--- config.mk ---
export PLATFORM = sky130hd
export DESIGN_NAME = evr_pulse_gen_flat
export DESIGN_NICKNAME = d
export VERILOG_FILES = /design/src/rtl/evr_pulse_gen_if.sv /design/src/rtl/evr_pulse_gen.sv /design/src/flat_wrapper.sv
export SDC_FILE = /design/constraint.sdc
export NUM_CORES = 1
export LEC_CHECK = 0
export ABC_AREA = 1
export BUFFER_PORTS_ARGS = -buffer_cell sky130_fd_sc_hd__buf_2
export CORE_ASPECT_RATIO = 2
export CORE_MARGIN = 3
export CORE_UTILIZATION = 53
export DETAILED_ROUTE_END_ITERATION = 8
export PLACE_DENSITY_LB_ADDON = 0.15
export SYNTH_ARGS = -nofsm -noshare
export SYNTH_HDL_FRONTEND = slang
export SYNTH_SLANG_ARGS = --single-unit
--- constraint.sdc ---
create_clock -name clk -period 6.4 [get_ports clk]
set_input_delay 0.96 -clock clk [delete_from_list [all_inputs] [get_ports clk]]
set_output_delay 0.96 -clock clk [all_outputs]
set_load 0.005 [all_outputs]
--- src/rtl/evr_pulse_gen_if.sv ---
// Configuration, event and status bundle between the EVR/MMR side and the
// pulse generator. The master side drives events and configuration and reads
// back the trigger outputs and per-channel status.
interface evr_pulse_gen_if #(
    parameter int NUM_CH = 4,
    parameter int DLY_W  = 32,
    parameter int WID_W  = 16
);
    logic [7:0]              ev;
    logic                    ena;
    logic [NUM_CH-1:0]       ch_ena;
    logic [NUM_CH*8-1:0]     ch_code;
    logic [NUM_CH*DLY_W-1:0] ch_delay;
    logic [NUM_CH*WID_W-1:0] ch_width;
    logic [NUM_CH-1:0]       ch_pol;
    logic [NUM_CH-1:0]       missed_clr;
    logic [NUM_CH-1:0]       trig_out;
    logic [NUM_CH-1:0]       busy;
    logic [NUM_CH-1:0]       missed;

    modport master (
        output ev, ena, ch_ena, ch_code, ch_delay, ch_width, ch_pol, missed_clr,
        input  trig_out, busy, missed
    );

    modport slave (
        input  ev, ena, ch_ena, ch_code, ch_delay, ch_width, ch_pol, missed_clr,
        output trig_out, busy, missed
    );
endinterface

--- src/rtl/evr_pulse_gen.sv ---
// Event-driven pulse generator: NUM_CH independent channels, each firing a
// pulse of programmable width a programmable number of cycles after its event
// code is seen on the EVR event stream.
//
// state  | meaning
// -------+------------------------------------------------------------
// IDLE   | waiting for a matching event code
// DELAY  | trigger accepted, dly_cnt counting down to the pulse start
// ACTIVE | pulse in progress, wid_cnt counting down to the pulse end
//
// The FSM state is internal; pulse_q and busy_q are registered views of it
// one edge later, except that an abort clears them on the aborting edge.
module evr_pulse_gen #(
    parameter int NUM_CH = 4,
    parameter int DLY_W  = 32,
    parameter int WID_W  = 16
) (
    input  logic            clk,
    input  logic            rst,
    evr_pulse_gen_if.slave  bus
);

    typedef enum logic [1:0] {
        IDLE   = 2'd0,
        DELAY  = 2'd1,
        ACTIVE = 2'd2
    } state_t;

    for (genvar i = 0; i < NUM_CH; i++) begin : g_ch
        state_t             state_q, state_nxt;
        logic [DLY_W-1:0]   dly_cnt_q, dly_cnt_nxt;
        logic [WID_W-1:0]   wid_cnt_q, wid_cnt_nxt;
        logic               pulse_q, pulse_nxt;
        logic               busy_q, busy_nxt;
        logic               miss_hit, miss_set_q, miss_clr_q, missed_q;
        logic [7:0]         code;
        logic [DLY_W-1:0]   delay;
        logic [WID_W-1:0]   width;
        logic               match;
        logic               abort;

        assign code  = bus.ch_code[8*i +: 8];
        assign delay = bus.ch_delay[DLY_W*i +: DLY_W];
        assign width = bus.ch_width[WID_W*i +: WID_W];

        // A zero event code is idle and never matches, even against code 0.
        assign match = bus.ena & bus.ch_ena[i] & (bus.ev != 8'h00) & (bus.ev == code);

        // Only the per-channel enable aborts an in-flight pulse.
        assign abort = (state_q != IDLE) & ~bus.ch_ena[i];

        // State register, latched counters and registered outputs.
        always_ff @(posedge clk or posedge rst) begin
            if (rst) begin
                state_q   <= IDLE;
                dly_cnt_q <= '0;
                wid_cnt_q <= '0;
                pulse_q   <= 1'b0;
                busy_q    <= 1'b0;
            end else begin
                state_q   <= state_nxt;
                dly_cnt_q <= dly_cnt_nxt;
                wid_cnt_q <= wid_cnt_nxt;
                pulse_q   <= pulse_nxt;
                busy_q    <= busy_nxt;
            end
        end

        // Next-state, counter and retrigger-detect logic.
        always_comb begin
            state_nxt   = state_q;
            dly_cnt_nxt = dly_cnt_q;
            wid_cnt_nxt = wid_cnt_q;
            miss_hit    = 1'b0;
            case (state_q)
                IDLE: begin
                    // A zero width is a silent no-op rather than a dropped trigger.
                    if (match && (width != '0)) begin
                        dly_cnt_nxt = delay;
                        wid_cnt_nxt = width;
                        state_nxt   = (delay == '0) ? ACTIVE : DELAY;
                    end
                end
                DELAY: begin
                    if (abort) begin
                        state_nxt   = IDLE;
                        dly_cnt_nxt = '0;
                        wid_cnt_nxt = '0;
                    end else begin
                        miss_hit    = match;
                        dly_cnt_nxt = dly_cnt_q - DLY_W'(1);
                        if (dly_cnt_q == DLY_W'(1)) begin
                            state_nxt = ACTIVE;
                        end
                    end
                end
                ACTIVE: begin
                    if (abort) begin
                        state_nxt   = IDLE;
                        dly_cnt_nxt = '0;
                        wid_cnt_nxt = '0;
                    end else begin
                        miss_hit    = match;
                        wid_cnt_nxt = wid_cnt_q - WID_W'(1);
                        if (wid_cnt_q == WID_W'(1)) begin
                            state_nxt = IDLE;
                        end
                    end
                end
                default: begin
                    state_nxt   = IDLE;
                    dly_cnt_nxt = '0;
                    wid_cnt_nxt = '0;
                end
            endcase
            pulse_nxt = (state_q == ACTIVE) && !abort;
            busy_nxt  = (state_q != IDLE) && !abort;
        end

        // Sticky missed flag: set and clear both take effect one edge after
        // they are sampled, so a simultaneous pair resolves with set winning.
        always_ff @(posedge clk or posedge rst) begin
            if (rst) begin
                miss_set_q <= 1'b0;
                miss_clr_q <= 1'b0;
                missed_q   <= 1'b0;
            end else begin
                miss_set_q <= miss_hit;
                miss_clr_q <= bus.missed_clr[i];
                missed_q   <= miss_set_q | (missed_q & ~miss_clr_q);
            end
        end

        assign bus.trig_out[i] = pulse_q ^ bus.ch_pol[i];
        assign bus.busy[i]     = busy_q;
        assign bus.missed[i]   = missed_q;
    end

endmodule

--- src/flat_wrapper.sv ---
// flat-port wrapper written by rule: the top's interface ports become plain ports
module evr_pulse_gen_flat 
#(
    parameter int NUM_CH = 4,
    parameter int DLY_W  = 32,
    parameter int WID_W  = 16
)
  (clk, rst, bus_ev, bus_ena, bus_ch_ena, bus_ch_code, bus_ch_delay, bus_ch_width, bus_ch_pol, bus_missed_clr, bus_trig_out, bus_busy, bus_missed);
  evr_pulse_gen_if #(.NUM_CH(NUM_CH), .DLY_W(DLY_W), .WID_W(WID_W)) bus_i ();
  input  logic clk;
  input  logic rst;
  input wire logic [$bits(bus_i.ev)-1:0] bus_ev;
  input wire logic [$bits(bus_i.ena)-1:0] bus_ena;
  input wire logic [$bits(bus_i.ch_ena)-1:0] bus_ch_ena;
  input wire logic [$bits(bus_i.ch_code)-1:0] bus_ch_code;
  input wire logic [$bits(bus_i.ch_delay)-1:0] bus_ch_delay;
  input wire logic [$bits(bus_i.ch_width)-1:0] bus_ch_width;
  input wire logic [$bits(bus_i.ch_pol)-1:0] bus_ch_pol;
  input wire logic [$bits(bus_i.missed_clr)-1:0] bus_missed_clr;
  output wire logic [$bits(bus_i.trig_out)-1:0] bus_trig_out;
  output wire logic [$bits(bus_i.busy)-1:0] bus_busy;
  output wire logic [$bits(bus_i.missed)-1:0] bus_missed;
  assign bus_i.ev = bus_ev;
  assign bus_i.ena = bus_ena;
  assign bus_i.ch_ena = bus_ch_ena;
  assign bus_i.ch_code = bus_ch_code;
  assign bus_i.ch_delay = bus_ch_delay;
  assign bus_i.ch_width = bus_ch_width;
  assign bus_i.ch_pol = bus_ch_pol;
  assign bus_i.missed_clr = bus_missed_clr;
  assign bus_trig_out = bus_i.trig_out;
  assign bus_busy = bus_i.busy;
  assign bus_missed = bus_i.missed;
  evr_pulse_gen #(.NUM_CH(NUM_CH), .DLY_W(DLY_W), .WID_W(WID_W)) u_core (.clk(clk), .rst(rst), .bus(bus_i));
endmodule
==> impl_metrics.tcl, run 1 <==
set metrics [dict create \
    period_needed_ps 3560 \
    postRouteWirelength_um 55200 \
    setup.reg_to_reg.worst_slack_ps 2840 \
    cp.required_ps 6870 \
    period_share 0.557 \
    post_synth_inst_count 2941 \
    worstMarginPinSlew_ps 1030 \
    post_drt_wl_per_cell_um 15.4 \
    outcome "complete, no violations" \
    synth_seq_area_share 0.316 \
    starting_density 0.538 \
    cts.sinks 220 \
    dp_hpwl_um 41800 \
    tritoncts.num_buffers 23 \
    finalSetupViolations 0 \
    io-pin-count 259 \
    rows 93 \
    cp.depth 10 \
    syn_area_per_cell_um2 5.92 \
    yosys.cell_count.top_type "sky130_fd_sc_hd__nand2_1" \
    fin_skew_ps 10.3 \
    worst_hold_path_type "flip-flop to flip-flop" \
    max-slew-margin-rel 0.315 \
    power.static_leakage_nw 10.6 \
    ir_worst_vdd_mv 0.259 \
    seq_area_um2 5510 \
    nNetsFinal 3418 \
    timing.hold.worst_path_depth 1 \
    power-per-cell-area_nw_per_um2 459 \
    netlist.top_cell.by_area "sky130_fd_sc_hd__dfrtp_1" \
    first_drt_iteration_drcs 1074 \
    clk_pin_slew_ps 70 \
    finalWeightedCongestion 0.959 \
    worst_r2r_startpoint "u_core.g_ch[1].state_q[0]" \
    setup.worst_path.start_class "flip-flop" \
    hold-path-endpoint "u_core.g_ch[2].missed_q" \
    multiInputGateArea_um2 10300 \
    postSynthRegisterBits 220 \
    layout-drive-gt1-share 0.114 \
    synth_flop_cell "sky130_fd_sc_hd__dfrtp_1" \
    synth_cell_type_count 42 \
    chipWidth_um 134 \
    antenna_left 0 \
    maximum_number_of_pins_on_one_net_before_global_route_repair 128 \
    critical_path.max_fanout 52 \
    cp_slowest_stage_delay_ps 870 \
    hp-start "u_core.g_ch[2].miss_clr_q" \
    netlist_top_cells_count "sky130_fd_sc_hd__nand2_1, sky130_fd_sc_hd__nor2_1, sky130_fd_sc_hd__inv_1" \
    vias 19243 \
    first_global_vias 18689 \
    cp-startpoint "u_core.g_ch[1].state_q[0]" \
    synthDominantCellAreaShare 0.316 \
    worst_skew_pair.late_latency_ps 530 \
    postCtsSetupRepairBufs 0 \
    finalSetupTns_ps 0 \
    worst_ep_arrival_time_ps 4030 \
    synth.area.top_cells "sky130_fd_sc_hd__dfrtp_1, sky130_fd_sc_hd__nand2_1, sky130_fd_sc_hd__nor2_1" \
    grt_first_pass_wirelength_um 88900 \
    cp_cell_sequence "inv_1 > ha_2 > nor2_1 > inv_1 > nand2_1 > inv_1 > o21ai_0 > o21ai_0 > nand2_1 > nand2_1" \
    syn_nets 3216 \
    critical_path_buf_inv_count 3 \
    global_route.usage.total 0.305 \
    path_class "flip-flop to flip-flop" \
    clock_tree.root_cell "sky130_fd_sc_hd__clkbuf_16" \
    grt_setup_unrepaired "no" \
    h_tree_depth 1 \
    die_area_um2 35200 \
    finalHoldViolCount 0 \
    placement.io_buffers 258 \
    syn-cell-area_um2 17400 \
    crit_path_end_kind "flip-flop" \
    number_of_flops_mapped_to_enable_cells_by_yosys 0 \
    rr_worst_depth 10 \
    cts_resized 0 \
    drt-vias-per-instance 5.36 \
    dp.cells 3545 \
    critical_path.slowest_cell "sky130_fd_sc_hd__ha_2" \
    cts.path.max_buffers 3 \
    area_growth_syn_to_layout_pct 12.1 \
    async_flop_share 1.00 \
    final.fill_count 3300 \
    drc 0 \
    number_of_antenna_violations_at_the_first_check_in_global_routing 5 \
    stdcell_count 3593 \
    yosys_warnings 0 \
    cp_top_family "buffers and inverters" \
    gr-total-overflow 0 \
    ctsHoldBuffers 0 \
    drt-pass1-iter-count 5 \
    tritoncts_clock_tree "yes" \
    timing.final.max_slew_violations 0 \
    rr_endpoint "u_core.g_ch[1].dly_cnt_q[15]" \
    fmax_ghz 0.281 \
    max_cap_violations 0 \
    design.core.area_um2 32300 \
    die_height_um 262 \
]
registers in the layout (all words and copies together) (netlist names):
register                flops
u_core.g_ch.wid_cnt_q      64
u_core.g_ch.state_q         8
u_core.g_ch.miss_clr_q      4
u_core.g_ch.pulse_q         4
u_core.g_ch.busy_q          4
u_core.g_ch.miss_set_q      4
u_core.g_ch.dly_cnt_q     128
u_core.g_ch.missed_q        4
cell type report:
type | instances | share of cell area
diodes | 7 | 0.000897
clock buffers | 37 | 0.0363
multi-input cells | 2345 | 0.527
well taps | 427 | 0.0274
flip-flops and latches | 220 | 0.282
clock inverters | 4 | 0.00141
repair buffers | 264 | 0.0691
inverters | 289 | 0.0557
stage by stage:
step / cell area [µm²] / hold slack (ps) / utilization / total power (W) / setup WS [ps]
3_5_place_dp: 18800 / 415 / 0.580 / 0.00756 / 2860
6_report: 19500 / 422 / 0.604 / 0.00896 / 2840
2_1_floorplan: 17400 / 405 / - / 0.00638 / 2570
3_3_place_gp: 18800 / 407 / 0.580 / 0.00741 / 2860
5_1_grt: 19500 / 439 / 0.603 / 0.00985 / 2500
4_1_cts: 19500 / 424 / 0.603 / 0.00895 / 2850
cells by family (layout without fill, tap and decap cells):
logic type | after synthesis | in the layout | synth area share
other | 0 | 7 | 0
AO/OA/AOI/OAI | 277 | 277 | 0.0874
adder cells (fa/ha/maj) | 28 | 28 | 0.0201
buffers and inverters | 376 | 594 | 0.0929
flip-flops | 220 | 220 | 0.316
AND/OR/NAND/NOR | 2018 | 2018 | 0.472
XOR/XNOR | 22 | 22 | 0.0111
per-layer routing:
layer	share of wire	vias up	global-route usage
met5	0.00014	-	0
met4	0.074	2	0.196
met3	0.050	205	0.0356
met2	0.51	628	0.557
met1	0.36	8767	0.325
li1	-	9641	-
where the power goes:
| part | switching [W] | internal (W) |
|---|---|---|
| sequential | 0.000628 | 0.00193 |
| clock | 0.000612 | 0.000757 |
| combinational | 0.00352 | 0.00151 |
layout by cell type, fill, tap and decap left out, drive strengths merged, types with 3 or more instances in the layout:
master  Yosys  final
a21o        3      3
a21oi      66     66
a31oi       5      5
a32oi       4      4
and2        6      6
buf        67    264
clkbuf     20     37
clkinv      0      4
dfrtp     220    220
diode       0      7
ha         28     28
inv       289    288
nand2    1220   1220
nand3     240    240
nand3b      4      4
nand4      38     38
nor2      481    481
nor3       26     26
o211ai      3      3
o21a        3      3
o21ai     161    161
o21bai     14     14
o22ai      15     15
or2         3      3
xnor2      11     11
xor2       11     11
how the worst max path moves through the flow:
stage                                    to
2_1_floorplan         u_core.g_ch[0].busy_q
3_3_place_gp   u_core.g_ch[1].dly_cnt_q[15]
3_5_place_dp   u_core.g_ch[1].dly_cnt_q[15]
4_1_cts        u_core.g_ch[1].dly_cnt_q[15]
5_1_grt        u_core.g_ch[1].dly_cnt_q[15]
6_report       u_core.g_ch[1].dly_cnt_q[15]
No activity file was read; power rests on OpenSTA's default activity.
==> run 2, diff against run 1 <==
clock period = 3.1 ns   (was 6.4 ns; I/O delays follow)
==> run 2 against run 1 <==
Worst hold slack lost 390 ps. Power grew 110%. First-iteration DRC count grew 16%. Register-to-register slack lost 2000 ps. Non-clock buffer count grew 9. Setup slack lost 2000 ps. Count of clock-buffer cells in the layout shrank 4. Clock power grew 140%. Critical path depth shrank 3. Critical endpoint is now u_core.g_ch[0].dly_cnt_q[11]. Largest cell class unchanged. Highest routed layer unchanged.
==> impl_metrics.tcl, run 2 (same netlist as run 1, synthesis figures left out) <==
set metrics [dict create \
    worst_hold_path_type "primary input to flip-flop" \
    cp_cell_sequence "inv_1 > ha_1 > buf_4 > nand2_4 > nand2_2 > nand2_1 > nand2_1" \
    finalSetupViolations 0 \
    max_cap_violations 0 \
    worst_skew_pair.late_latency_ps 540 \
    drt-pass1-iter-count 6 \
    cp.required_ps 3570 \
    period_share 0.739 \
    timing.hold.ws_ps 33.7 \
    die_height_um 262 \
    seqPwrFrac 0.277 \
    grt_setup_unrepaired "no" \
    worst_ep_arrival_time_ps 2760 \
    fmax_ghz 0.437 \
    rr_worst_depth 7 \
    largest_reg_flops 128 \
    crit_path_end_kind "flip-flop" \
    gate_power_share 0.550 \
    critical_path.slowest_cell "sky130_fd_sc_hd__nand2_2" \
    layout_commonest_cell "sky130_fd_sc_hd__nand2_1" \
    clk_pin_slew_ps 70 \
    outcome "complete, no violations" \
    mostFrequentLayoutCells "sky130_fd_sc_hd__nand2_1, sky130_fd_sc_hd__nor2_1, sky130_fd_sc_hd__inv_1" \
    design.core.area_um2 32300 \
    power_report.internal_total_w 0.00914 \
    design_power_total_w 0.0191 \
    dp_hpwl_um 43000 \
    layout.core_utilization 0.611 \
    post_drt_wl_per_cell_um 15.7 \
    setup.worst_path.start_class "flip-flop" \
    finalHoldViolCount 0 \
    rows 93 \
    drt-vias-per-instance 5.37 \
    postCtsSetupRepairBufs 0 \
    placement.io_buffers 258 \
    crit_top_cell "sky130_fd_sc_hd__nand2_1" \
    largest_register "u_core.g_ch.dly_cnt_q" \
    antenna_left 0 \
    chipWidth_um 134 \
    io-pin-count 259 \
    nNetsFinal 3428 \
    vias 19336 \
    final.fill_count 3256 \
    worstMarginPinSlew_ps 807 \
    timing.hold.worst_path_depth 1 \
    h_tree_depth 1 \
    reg_top3 "u_core.g_ch.dly_cnt_q (128), u_core.g_ch.wid_cnt_q (64), u_core.g_ch.state_q (8)" \
    power.switching_fraction 0.521 \
    drc 0 \
    global_route.usage.total 0.312 \
    cts_resized 0 \
    cts.path.max_buffers 3 \
    tritoncts.num_buffers 24 \
    ctsHoldBuffers 0 \
    power.static_leakage_nw 10.7 \
    power.share.clock 0.173 \
    critical_path.max_fanout 37 \
    grt_first_pass_wirelength_um 90900 \
    netSwitchingPower_w 0.00994 \
    first_drt_iteration_drcs 1246 \
    power-per-cell-area_nw_per_um2 966 \
    postRouteWirelength_um 56500 \
    layout-drive-gt1-share 0.119 \
    ir_worst_vdd_mv 0.611 \
    cp_slowest_stage_delay_ps 630 \
    finalWeightedCongestion 0.993 \
    maximum_number_of_pins_on_one_net_before_global_route_repair 126 \
    cts.sinks 220 \
    timing.final.max_slew_violations 0 \
    period_needed_ps 2290 \
    path_class "flip-flop to flip-flop" \
    clock_tree.root_cell "sky130_fd_sc_hd__clkbuf_16" \
    max-slew-margin-rel 0.462 \
    area_growth_syn_to_layout_pct 13.5 \
    die_area_um2 35200 \
    number_of_antenna_violations_at_the_first_check_in_global_routing 4 \
    first_global_vias 18704 \
    starting_density 0.538 \
    fin_skew_ps 7.73 \
    tritoncts_clock_tree "yes" \
    gr-total-overflow 0 \
]
-- run 2: critical path: cells and delay by family (launching register included) --
| kind | cells | cell delay [ps] |
|---|---|---|
| buffers and inverters | 2 | 460 |
| DFF | 1 | 400 |
| and+or+nand+nor | 4 | 1150 |
| adders and majority gates | 1 | 170 |
-- run 2: area by class of cell --
type	instances	area [µm²]	share of cell area
antenna	3	7.51	0.000380
clock buffer	33	726	0.0367
clock inverter	11	169	0.00855
inverter	289	1090	0.0551
multi-input combinational	2345	10300	0.521
sequential	220	5510	0.279
tap	427	534	0.0270
timing repair buffer	273	1430	0.0723
-- run 2: per-stage QoR --
stage | worst slack, ps | TNS [ps] | std cells | instance area [µm²]
detailed placement | 637 | 0 | 3554 | 18900
CTS | 806 | 0 | 3598 | 19700
finish | 809 | 0 | 3601 | 19800
global placement | 681 | 0 | 3554 | 18900
floorplan | -233 | -51280 | 2941 | 17400
global route | 616 | 0 | 3598 | 19700
-- run 2: power by group through the flow --
| stage | combinational [W] | sequential [W] | clock (W) |
|---|---|---|---|
| final | 0.0105 | 0.00529 | 0.00330 |
| after detailed placement | 0.0104 | 0.00527 | 0 |
| after CTS | 0.0104 | 0.00525 | 0.00335 |
| after global routing | 0.0120 | 0.00544 | 0.00344 |
| after floorplan | 0.00826 | 0.00491 | 0 |
| after global placement | 0.0101 | 0.00525 | 0 |
-- run 2: worst paths after layout --
path / slack [ps] / to / from
setup / recovery: 810 / u_core.g_ch[0].dly_cnt_q[11] / u_core.g_ch[0].state_q[0]
hold / removal: 30 / u_core.g_ch[3].miss_clr_q / bus_missed_clr[3]
setup reg to reg: 810 / u_core.g_ch[0].dly_cnt_q[11] / u_core.g_ch[0].state_q[0]
hold reg to reg: 420 / u_core.g_ch[2].missed_q / u_core.g_ch[2].miss_clr_q
max in group asynchronous: 2350 / u_core.g_ch[3].wid_cnt_q[12] / rst
min in group asynchronous: 90 / u_core.g_ch[0].pulse_q / rst
-- run 2: routing by layer --
layer / routed length, µm / vias up / part of all wire / GRT usage
li1: - / 9636 / - / -
met5: 12 / - / 0.00021 / 0
met1: 20200 / 8820 / 0.36 / 0.339
met3: 3120 / 207 / 0.055 / 0.0358
met2: 29100 / 671 / 0.52 / 0.567
met4: 3990 / 2 / 0.071 / 0.196
